### config.mk
export PLATFORM = sky130hd
export DESIGN_NAME = mem_stage_split
export DESIGN_NICKNAME = d
export VERILOG_FILES = /design/src/rtl/mem_stage_split_pkg.sv /design/src/rtl/mem_stage_split_load_align.sv /design/src/rtl/mem_stage_split.sv
export SDC_FILE = /design/constraint.sdc
export NUM_CORES = 1
export LEC_CHECK = 0
export ABC_AREA = 1
export BUFFER_PORTS_ARGS = -buffer_cell sky130_fd_sc_hd__buf_2
export CORE_MARGIN = 2
export CORE_UTILIZATION = 42
export CTS_CLUSTER_DIAMETER = 120
export DETAILED_ROUTE_END_ITERATION = 8
export MAX_ROUTING_LAYER = met4
export PLACE_DENSITY = 0.67
export SYNTH_ARGS = -nofsm -noshare
export SYNTH_HDL_FRONTEND = slang
export SYNTH_SLANG_ARGS = --single-unit
### constraint.sdc
create_clock -name clk -period 2.9 [get_ports clk]
set_input_delay 0.145 -clock clk [delete_from_list [all_inputs] [get_ports clk]]
set_output_delay 0.145 -clock clk [all_outputs]
set_load 0.02 [all_outputs]
### src/rtl/mem_stage_split_pkg.sv
// Shared MEM-stage bus layouts, widths and per-instruction wait states.
package mem_stage_split_pkg;

    localparam int ES_TO_MS_BUS_WD   = 93;
    localparam int MS_TO_WS_BUS_WD   = 87;
    localparam int MS_FWD_BLK_BUS_WD = 42;

    localparam logic [0:0] DONE = 1'b0;
    localparam logic [0:0] WAIT = 1'b1;

    typedef struct packed {
        logic lwr;
        logic lwl;
        logic lw;
        logic lhu;
        logic lh;
        logic lbu;
        logic lb;
    } load_op_t;

    // Bit 92 is mem_req; everything below keeps the legacy EX->MS ordering.
    typedef struct packed {
        logic        mem_req;
        logic [3:0]  cp0_idx;
        logic [4:0]  excode;
        logic        bd;
        logic        ex;
        logic        eret;
        logic        mtc0;
        logic        mfc0;
        load_op_t    load_op;
        logic        res_from_mem;
        logic        gr_we;
        logic [4:0]  dest;
        logic [31:0] alu_result;
        logic [31:0] pc;
    } es_to_ms_t;

    typedef struct packed {
        logic [3:0]  cp0_idx;
        logic [4:0]  excode;
        logic        bd;
        logic        ex;
        logic        eret;
        logic        mtc0;
        logic        mfc0;
        logic [3:0]  strb;
        logic [4:0]  dest;
        logic [31:0] result;
        logic [31:0] pc;
    } ms_to_ws_t;

endpackage

### src/rtl/mem_stage_split_load_align.sv
// Load data extraction and per-byte register write strobes.
// Latency: combinational.
// Backpressure: none.
module mem_stage_split_load_align
    import mem_stage_split_pkg::*;
(
    input  logic [1:0]  i_addr,
    input  logic [31:0] i_word,
    input  load_op_t    i_load_op,
    input  logic        i_gr_we,
    output logic [31:0] o_result,
    output logic [3:0]  o_strb
);

    logic [7:0]  w_byte;
    logic [15:0] w_half;

    always_comb begin
        w_byte = i_word[7:0];
        case (i_addr)
            2'd1:    w_byte = i_word[15:8];
            2'd2:    w_byte = i_word[23:16];
            2'd3:    w_byte = i_word[31:24];
            default: w_byte = i_word[7:0];
        endcase
    end

    assign w_half = i_addr[1] ? i_word[31:16] : i_word[15:0];

    always_comb begin
        o_result = i_word;
        o_strb   = {4{i_gr_we}};
        if (i_load_op.lb) begin
            o_result = {{24{w_byte[7]}}, w_byte};
        end else if (i_load_op.lbu) begin
            o_result = {24'd0, w_byte};
        end else if (i_load_op.lh) begin
            o_result = {{16{w_half[15]}}, w_half};
        end else if (i_load_op.lhu) begin
            o_result = {16'd0, w_half};
        end else if (i_load_op.lwl) begin
            // Unaligned-left fills the upper bytes of the destination register.
            case (i_addr)
                2'd0:    begin o_result = {i_word[7:0],  24'd0}; o_strb = 4'b1000; end
                2'd1:    begin o_result = {i_word[15:0], 16'd0}; o_strb = 4'b1100; end
                2'd2:    begin o_result = {i_word[23:0], 8'd0};  o_strb = 4'b1110; end
                default: begin o_result = i_word;                o_strb = 4'b1111; end
            endcase
            o_strb = o_strb & {4{i_gr_we}};
        end else if (i_load_op.lwr) begin
            case (i_addr)
                2'd0:    begin o_result = i_word;                 o_strb = 4'b1111; end
                2'd1:    begin o_result = {8'd0,  i_word[31:8]};  o_strb = 4'b0111; end
                2'd2:    begin o_result = {16'd0, i_word[31:16]}; o_strb = 4'b0011; end
                default: begin o_result = {24'd0, i_word[31:24]}; o_strb = 4'b0001; end
            endcase
            o_strb = o_strb & {4{i_gr_we}};
        end
    end

endmodule

### src/rtl/mem_stage_split.sv
// MEM stage for a split-transaction data bus: waits for data_ok, buffers it, aligns loads.
// Latency: 1 cycle without a request, 1+N cycles with an N-cycle data_ok delay.
// Backpressure: holds the instruction and buffered data while ws_allowin is low.
module mem_stage_split
    import mem_stage_split_pkg::*;
#(
    parameter int DATA_WD     = 32,
    parameter int ES_TO_MS_WD = ES_TO_MS_BUS_WD,
    parameter int MS_TO_WS_WD = MS_TO_WS_BUS_WD,
    parameter int MAX_CANCEL  = 3
) (
    input  logic                         clk,
    input  logic                         resetn,
    input  logic                         ws_allowin,
    output logic                         ms_allowin,
    input  logic                         es_to_ms_valid,
    input  logic [ES_TO_MS_WD-1:0]       es_to_ms_bus,
    input  logic                         es_cancel_req,
    output logic                         ms_to_ws_valid,
    output logic [MS_TO_WS_WD-1:0]       ms_to_ws_bus,
    input  logic                         data_sram_data_ok,
    input  logic [DATA_WD-1:0]           data_sram_rdata,
    output logic [MS_FWD_BLK_BUS_WD-1:0] ms_fwd_blk_bus,
    output logic                         ms_inst_mfc0_o,
    output logic                         ms_ex_o,
    input  logic                         ws_ex,
    input  logic                         eret_flush
);

    localparam int CNT_WD = (MAX_CANCEL > 0) ? $clog2(MAX_CANCEL + 1) : 1;
    localparam logic [CNT_WD-1:0] MAX_CNT = CNT_WD'(MAX_CANCEL);
    localparam logic [CNT_WD+1:0] MAX_SUM = (CNT_WD + 2)'(MAX_CANCEL);

    generate
        if (DATA_WD != 32) begin : g_bad_data_wd
            $error("mem_stage_split: DATA_WD must be 32");
        end
        if (ES_TO_MS_WD != ES_TO_MS_BUS_WD || MS_TO_WS_WD != MS_TO_WS_BUS_WD) begin : g_bad_bus_wd
            $error("mem_stage_split: bus widths do not match the package layout");
        end
    endgenerate

    logic                r_ms_valid;
    logic [0:0]          r_state;
    logic                r_buf_valid;
    logic [DATA_WD-1:0]  r_buf_data;
    logic [CNT_WD-1:0]   r_cancel_cnt;
    es_to_ms_t           r_es;

    es_to_ms_t           w_es_in;
    ms_to_ws_t           w_ws_out;
    logic                w_flush;
    logic                w_cancel_hit;
    logic                w_data_hit;
    logic                w_ready_go;
    logic                w_load_in;
    logic                w_flush_wait;
    logic [1:0]          w_cnt_inc;
    logic [CNT_WD+1:0]   w_cnt_sum;
    logic [CNT_WD-1:0]   w_cnt_next;
    logic [DATA_WD-1:0]  w_word;
    logic [6:0]          w_load_op;
    logic                w_is_load;
    logic [31:0]         w_align_result;
    logic [3:0]          w_align_strb;
    logic [3:0]          w_strb;
    logic [31:0]         w_result;
    logic                w_data_pending;

    assign w_es_in = es_to_ms_bus;
    assign w_flush = ws_ex | eret_flush;

    // Responses owed to flushed instructions are drained before anything else.
    assign w_cancel_hit = data_sram_data_ok & (r_cancel_cnt != '0);
    assign w_data_hit   = data_sram_data_ok & ~w_cancel_hit & r_ms_valid & (r_state == WAIT);
    assign w_ready_go   = (r_state == DONE) | w_data_hit;

    assign ms_allowin     = ~r_ms_valid | (w_ready_go & ws_allowin);
    assign ms_to_ws_valid = r_ms_valid & w_ready_go & ~w_flush;
    assign w_load_in      = es_to_ms_valid & ms_allowin;

    assign w_flush_wait = w_flush & r_ms_valid & (r_state == WAIT) & ~w_data_hit;
    assign w_cnt_inc    = {1'b0, w_flush_wait} + {1'b0, es_cancel_req};
    assign w_cnt_sum    = {2'b00, r_cancel_cnt} + {{CNT_WD{1'b0}}, w_cnt_inc}
                        - {{(CNT_WD + 1){1'b0}}, w_cancel_hit};
    assign w_cnt_next   = (w_cnt_sum > MAX_SUM) ? MAX_CNT : w_cnt_sum[CNT_WD-1:0];

    assign w_word = r_buf_valid ? r_buf_data : data_sram_rdata;

    mem_stage_split_load_align u_load_align (
        .i_addr    (r_es.alu_result[1:0]),
        .i_word    (w_word),
        .i_load_op (r_es.load_op),
        .i_gr_we   (r_es.gr_we),
        .o_result  (w_align_result),
        .o_strb    (w_align_strb)
    );

    assign w_load_op      = r_es.load_op;
    assign w_is_load      = |w_load_op;
    assign w_strb         = (w_is_load & r_es.ex) ? 4'b0000 : w_align_strb;
    assign w_result       = r_es.res_from_mem ? w_align_result : r_es.alu_result;
    assign w_data_pending = r_ms_valid & r_es.res_from_mem & ~w_ready_go;

    always_comb begin
        w_ws_out         = '0;
        w_ws_out.cp0_idx = r_es.cp0_idx;
        w_ws_out.excode  = r_es.excode;
        w_ws_out.bd      = r_es.bd;
        w_ws_out.ex      = r_es.ex;
        w_ws_out.eret    = r_es.eret;
        w_ws_out.mtc0    = r_es.mtc0;
        w_ws_out.mfc0    = r_es.mfc0;
        w_ws_out.strb    = w_strb;
        w_ws_out.dest    = r_es.dest;
        w_ws_out.result  = w_result;
        w_ws_out.pc      = r_es.pc;
    end

    assign ms_to_ws_bus   = w_ws_out;
    assign ms_fwd_blk_bus = {w_data_pending, {4{r_ms_valid}} & w_strb, r_es.dest, w_result};
    assign ms_ex_o        = r_ms_valid & r_es.ex;
    assign ms_inst_mfc0_o = r_ms_valid & r_es.mfc0;

    always_ff @(posedge clk or negedge resetn) begin
        if (!resetn) begin
            r_ms_valid   <= 1'b0;
            r_state      <= DONE;
            r_buf_valid  <= 1'b0;
            r_buf_data   <= '0;
            r_cancel_cnt <= '0;
            r_es         <= '0;
        end else begin
            r_cancel_cnt <= w_cnt_next;

            if (w_flush) begin
                r_ms_valid <= 1'b0;
            end else if (ms_allowin) begin
                r_ms_valid <= es_to_ms_valid;
            end

            if (w_load_in) begin
                r_es        <= w_es_in;
                r_buf_valid <= 1'b0;
            end else if (w_data_hit) begin
                r_buf_valid <= 1'b1;
                r_buf_data  <= data_sram_rdata;
            end

            if (w_flush) begin
                r_state <= DONE;
            end else if (w_load_in) begin
                r_state <= w_es_in.mem_req ? WAIT : DONE;
            end else if (w_data_hit) begin
                r_state <= DONE;
            end
        end
    end

    a_cancel_in_range: assert property (@(posedge clk) disable iff (!resetn)
        w_cnt_sum <= MAX_SUM);

    a_no_stray_data_ok: assert property (@(posedge clk) disable iff (!resetn)
        data_sram_data_ok |-> ((r_cancel_cnt != '0) || (r_ms_valid && r_state == WAIT)));

endmodule

==> flow_metrics.py, run 1 <==
metrics = {
    "final_layout": {
        "final_core_util_pct": 54.9,
        "final_layout_size_suffix_gt1_share_pct": 25.3,
        "final_common_cell": "nand2_1",
        "area_growth_pct": 28.4,
        "final_area_mm2": 0.0115,
        "antennaDiodeCount": 0,
        "final_cell_mix": "nand2_1 (509), buf_2 (263), nand3_1 (148)",
        "fin_nets": 1698,
    },
    "timing": {
        "skew_ns": 0.0165,
        "maxSlewViolCount": 0,
        "period_minus_slack_ns": 2.71,
        "max_freq_ghz": 0.369,
        "min_period_over_period_pct": 93.3,
        "tightest_slew_ns": 0.841,
        "hold_violations": 1,
        "setup_tns_ns": 0,
        "slew_headroom_pct": 44.0,
        "whs_ns": -0.0107,
        "rsz0062_at_grt": "false",
        "setup_viol": 0,
    },
    "synth": {
        "syn_area_mm2": 0.00899,
        "synth_cells": 1302,
        "ys_seq_elements": 129,
        "ys_warn_count": 0,
        "syn_nets": 1439,
        "synth.avg_cell_area_um2": 6.90,
        "synth-seq-area-share_pct": 35.9,
        "synth_cell_types": 38,
    },
    "outcome": {
        "outcome": "finished, violations left",
        "violations": "negative hold slack",
    },
    "floorplan": {
        "rows": 53,
        "ios": 266,
        "core_mm2": 0.0210,
        "dieArea_mm2": 0.0226,
        "die_h_um": 150,
        "die_w_um": 150,
        "start_util_pct": 42.8,
    },
    "power": {
        "p_clk_share_pct": 34.9,
        "p_comb_share_pct": 33.0,
        "p_int_mw": 3.94,
        "p_per_area_mw_per_mm2": 561,
        "p_sw_mw": 2.54,
        "swShare_pct": 39.1,
        "pwr-share-seq_pct": 32.2,
        "irDropWorstVdd_mv": 0.357,
        "p_leak_nw": 6.30,
    },
    "global_route": {
        "antenna_found_initial": 0,
        "grt_pass1_vias": 9311,
        "top_usage_layer": "met2",
        "grt_max_degree": 86,
        "grt_util_met2_pct": 47.5,
        "use_met3_pct": 5.67,
        "grt_pass1_wl_mm": 50.3,
        "grt.total_usage_pct": 29.7,
        "use_met1_pct": 37.5,
        "gr-total-overflow": 0,
    },
    "critical_path": {
        "cp_max_fo": 19,
        "start_kind": "register",
        "timing_worst_setup_path_type": "register to primary output",
        "cp.arrival_ns": 2.56,
        "end_kind": "primary output",
        "path_cells": "buf_4, o21ai_4, nand2_2, nand2_2, nor2_2, o21ai_2, inv_4, buf_4, a21oi_2, buf_2",
        "crit_buf_inv": 4,
        "path_delay_family": "buffers and inverters",
        "cp_slowest_stage_delay_ns": 0.51,
        "crit_slowest_cell": "dfrtp_2",
        "crit_required_ns": 2.76,
    },
    "drt": {
        "avgRoutedWirePerCell_um": 17.5,
        "wl_mm": 32.3,
        "firstDrtPassIters": 8,
        "routed_via_density": 5.17,
        "vias": 9566,
        "drt_iter0_drc": 666,
        "postRouteAntennaNets": 0,
        "drc": 0,
    },
    "placement": {
        "dpl_cell_area_mm2": 0.00977,
        "gp_routability_congestion": 0.978,
        "io_buffers": 265,
        "dp_hpwl_mm": 22.2,
    },
    "run": {
        "drv_cap": 0,
    },
    "clocking": {
        "cts_tree": "yes",
        "cts_num_sinks": 129,
        "insertion_delay_ns": 0.44,
        "clk_pin_slew_ns": 0.07,
        "numCtsBuffers": 17,
        "cts_max_level": 4,
        "clockRootBuffer": "clkbuf_16",
        "max-clock-path-buffers": 2,
    },
    "min_path": {
        "hold_path_class": "input port to register",
    },
}
## layout make-up
class | count | area (µm²)
Clock inverter | 15 | 190
Multi-Input combinational cell | 943 | 4390
Clock buffer | 17 | 425
Sequential cell | 129 | 3230
Inverter | 65 | 251
Timing Repair Buffer | 405 | 2710
Tap cell | 275 | 344
Fill cell | 2016 | 9480
## repair_timing
action,CTS,global route
endpoints found under the setup margin,6,51
gates resized for setup,1,8
hold endpoints to repair,160,0
setup buffers,0,0
hold buffers,115,0
## worst paths after layout
path	end	depth (start not counted)	slack [ns]	start
min	r_es[50]$_DFFE_PN0P_	3	-0.01	es_to_ms_bus[50]
max in group asynchronous	ms_to_ws_bus[14]$_DFFE_PN0P_	3	1.89	resetn
min reg2reg	r_es[39]$_DFFE_PN0P_	2	0.47	r_es[39]$_DFFE_PN0P_
max	ms_to_ws_bus[42]	10	0.19	r_buf_valid$_DFFE_PN0P_
max reg2reg	r_es[60]$_DFFE_PN0P_	6	0.72	r_ms_valid$_DFFE_PN0P_
min in group asynchronous	r_buf_data[22]$_DFFE_PN0P_	2	0.24	resetn
## through the flow
step	power [mW]	hold WS, ns	std cells	setup slack (ns)
global route	6.82	0.0145	1849	0.0220
finish	6.48	-0.0107	1849	0.194
floorplan	3.63	-0.151	1302	0.860
global placement	4.09	0.140	1702	0.314
detailed placement	4.10	0.142	1702	0.327
CTS	6.49	0.00628	1849	0.0840
## flip-flops by register name (all words and copies together) (netlist names)
register and cells:
ms_to_ws_bus 46, r_ms_valid 1, ms_fwd_blk_bus 5, r_buf_data 32
r_buf_valid 1, r_state 1, r_es 41, r_cancel_cnt 2
## synthesized netlist by cell type, drive strengths merged
cell type,number,share of area [%]
nand3,149,8.4
fa,2,0.45
nand3b,4,0.33
o31ai,1,0.084
nand2,534,24
or2,3,0.21
a21oi,63,4.3
o211ai,2,0.17
nor2,62,3.0
dfrtp,129,36
o21a,1,0.084
ha,2,0.28
o21ai,91,5.7
o21bai,1,0.084
buf,139,12
a221oi,1,0.097
clkbuf,26,1.1
a211oi,1,0.084
nand4,13,0.90
nor3,5,0.28
inv,65,2.7
a31oi,8,0.72
## routing by layer
| metal | part of all wire [%] | up-vias |
|---|---|---|
| met1 | 41 | 4444 |
| met3 | 7.1 | 61 |
| li1 | - | 4613 |
| met2 | 49 | 448 |
| met4 | 2.9 | 0 |
| met5 | 0 | - |
## worst min-delay path: cells and delay by family
kind | cells | cell delay, ns
buffers and inverters | 1 | 0.08
and+or+nand+nor | 2 | 0.16
## cell families after synthesis
group,count (synthesis),synth area share (%)
flip-flops,129,35.9
AND/OR/NAND/NOR,770,36.6
AO/OA/AOI/OAI,169,11.3
adder cells (fa/ha/maj),4,0.724
buffers and inverters,230,15.5
## power by group through the flow
| stage | clock network (mW) | registers, mW | logic (mW) |
|---|---|---|---|
| 3_5_place_dp | 0 | 2.11 | 1.99 |
| 2_1_floorplan | 0 | 2.07 | 1.56 |
| 4_1_cts | 2.30 | 2.08 | 2.11 |
| 3_3_place_gp | 0 | 2.11 | 1.98 |
| 5_1_grt | 2.37 | 2.10 | 2.34 |
| 6_report | 2.26 | 2.08 | 2.14 |
Power figures use the tool's default switching activity.
==> run 2: changes to the inputs <==
==> constraint.sdc (replaced) <==
create_clock -name clk -period 3 [get_ports clk]
set_input_delay 0.15 -clock clk [delete_from_list [all_inputs] [get_ports clk]]
set_output_delay 0.15 -clock clk [all_outputs]
set_load 0.02 [all_outputs]
==> run 2 against run 1 <==
Compared with the run above: the run still ends with negative hold slack left; final cell count is essentially flat; wire length decreased by 1.2%; sequential power is 3% lower; global-route usage decreased by 0.58 points; die area stayed put; non-clock buffer count fell by 1; first-iteration DRC count is 13% higher; utilization down 0.19 points; hold slack improved by 0.010 ns; power decreased by 5.2%; register-to-register slack got worse by 0.17 ns; flip-flop and latch count did not move.
==> flow_metrics.py, run 2 (synthesized netlist as in run 1, its figures left out) <==
metrics = {
    "outcome": {
        "outcome": "finished, violations left",
        "violations": "negative hold slack",
    },
    "clocking": {
        "insertion_delay_ns": 0.43,
        "cts_max_level": 4,
        "clk_pin_slew_ns": 0.07,
        "max-clock-path-buffers": 2,
        "cts_num_sinks": 129,
        "clockRootBuffer": "clkbuf_16",
        "cts_tree": "yes",
        "numCtsBuffers": 17,
    },
    "final_layout": {
        "final_area_mm2": 0.0115,
        "largest_reg_flops": 46,
        "final_core_util_pct": 54.7,
        "final_cell_mix": "nand2_1 (509), buf_2 (263), nand3_1 (147)",
        "fin_nets": 1697,
        "final_common_cell": "nand2_1",
        "area_growth_pct": 28.0,
        "antennaDiodeCount": 0,
        "final_layout_size_suffix_gt1_share_pct": 25.4,
    },
    "critical_path": {
        "crit_required_ns": 2.85,
        "cp_max_fo": 14,
        "timing_worst_setup_path_type": "register to primary output",
        "cp.arrival_ns": 2.66,
        "start_kind": "register",
        "end_kind": "primary output",
    },
    "timing": {
        "max_freq_ghz": 0.356,
        "tightest_slew_ns": 0.967,
        "min_period_over_period_pct": 93.5,
        "rsz0062_at_grt": "false",
        "maxSlewViolCount": 0,
        "setup_tns_ns": 0,
        "slew_headroom_pct": 35.5,
        "setup_viol": 0,
        "hold_violations": 1,
        "skew_ns": 0.0115,
        "period_minus_slack_ns": 2.81,
        "whs_ns": -0.000395,
    },
    "drt": {
        "drc": 0,
        "avgRoutedWirePerCell_um": 17.3,
        "firstDrtPassIters": 7,
        "vias": 9580,
        "wl_mm": 31.9,
        "drt_iter0_drc": 755,
        "routed_via_density": 5.18,
        "postRouteAntennaNets": 0,
    },
    "global_route": {
        "grt_pass1_wl_mm": 49.2,
        "grt_max_degree": 88,
        "gr-total-overflow": 0,
        "grt.total_usage_pct": 29.1,
        "grt_pass1_vias": 9169,
        "antenna_found_initial": 0,
    },
    "power": {
        "p_leak_nw": 6.28,
        "finalPower_mw": 6.14,
        "p_per_area_mw_per_mm2": 534,
        "irDropWorstVdd_mv": 0.366,
    },
    "floorplan": {
        "ios": 266,
        "start_util_pct": 42.8,
        "die_w_um": 150,
        "rows": 53,
        "core_mm2": 0.0210,
        "die_h_um": 150,
        "dieArea_mm2": 0.0226,
    },
    "placement": {
        "io_buffers": 265,
        "dp_hpwl_mm": 22.0,
        "gp_routability_congestion": 0.948,
        "dpl_cell_area_mm2": 0.00976,
    },
    "run": {
        "drv_cap": 0,
    },
    "min_path": {
        "hold_path_class": "input port to register",
    },
}
[run 2: worst paths after layout]
check / cells after the start / slack (ns) / to / startpoint
max in group asynchronous: 3 / 1.95 / r_es[76]$_DFFE_PN0P_ / resetn
setup reg to reg: 5 / 0.55 / r_buf_data[27]$_DFFE_PN0P_ / r_ms_valid$_DFFE_PN0P_
hold / removal: 3 / -0.0004 / r_es[33]$_DFFE_PN0P_ / es_to_ms_bus[33]
setup / recovery: 10 / 0.19 / ms_to_ws_bus[53] / r_es[32]$_DFFE_PN0P_
min in group asynchronous: 2 / 0.18 / r_buf_data[5]$_DFFE_PN0P_ / resetn
hold reg to reg: 2 / 0.47 / ms_to_ws_bus[24]$_DFFE_PN0P_ / ms_to_ws_bus[24]$_DFFE_PN0P_
[run 2: worst max-delay path, stage by stage (launching register included)]
cell and delay (ns):
dfrtp_2 0.52, inv_4 0.20, nand2_1 0.11, nand2_2 0.25, nand2_2 0.11, inv_2 0.29
a21oi_1 0.11, nand2_1 0.13, nand2_1 0.09, a21oi_2 0.20, buf_2 0.20
[run 2: timing repair]
item / CTS / global route
endpoints found under the hold margin: 150 / 0
setup endpoints to repair: 0 / 58
buffers inserted: 0 / 1
hold buffers: 114 / 0
resized for setup: 0 / 5
[run 2: layer usage]
metal | track usage [%] | wire length (µm) | part of all wire [%] | up-vias
li1 | - | - | - | 4605
met2 | 48.1 | 15700 | 49 | 405
met3 | 4.36 | 2100 | 6.6 | 45
met5 | - | 0 | 0 | -
met1 | 37.0 | 13300 | 42 | 4525
met4 | 8.92 | 752 | 2.4 | 0
[run 2: stage by stage]
stage,std cells,setup slack (ns)
2_1_floorplan,1302,0.960
3_3_place_gp,1701,0.566
3_5_place_dp,1701,0.539
4_1_cts,1847,0.0828
5_1_grt,1848,0.0457
6_report,1848,0.194
[run 2: where the power goes]
| group | total [mW] | internal, mW | switching, mW |
|---|---|---|---|
| Sequential | 2.02 | 1.90 | 0.125 |
| Combinational | 2.05 | 0.705 | 1.34 |
| Clock | 2.07 | 1.11 | 0.958 |
| Total | 6.14 | 3.72 | 2.43 |
[run 2: area by class of cell]
class	instances	area, µm²
clock buffers	17	425
clock inverters	15	158
fillers	2041	9520
inverters	65	248
multi-input cells	943	4390
flip-flops and latches	129	3230
well taps	275	344
repair buffers	404	2710
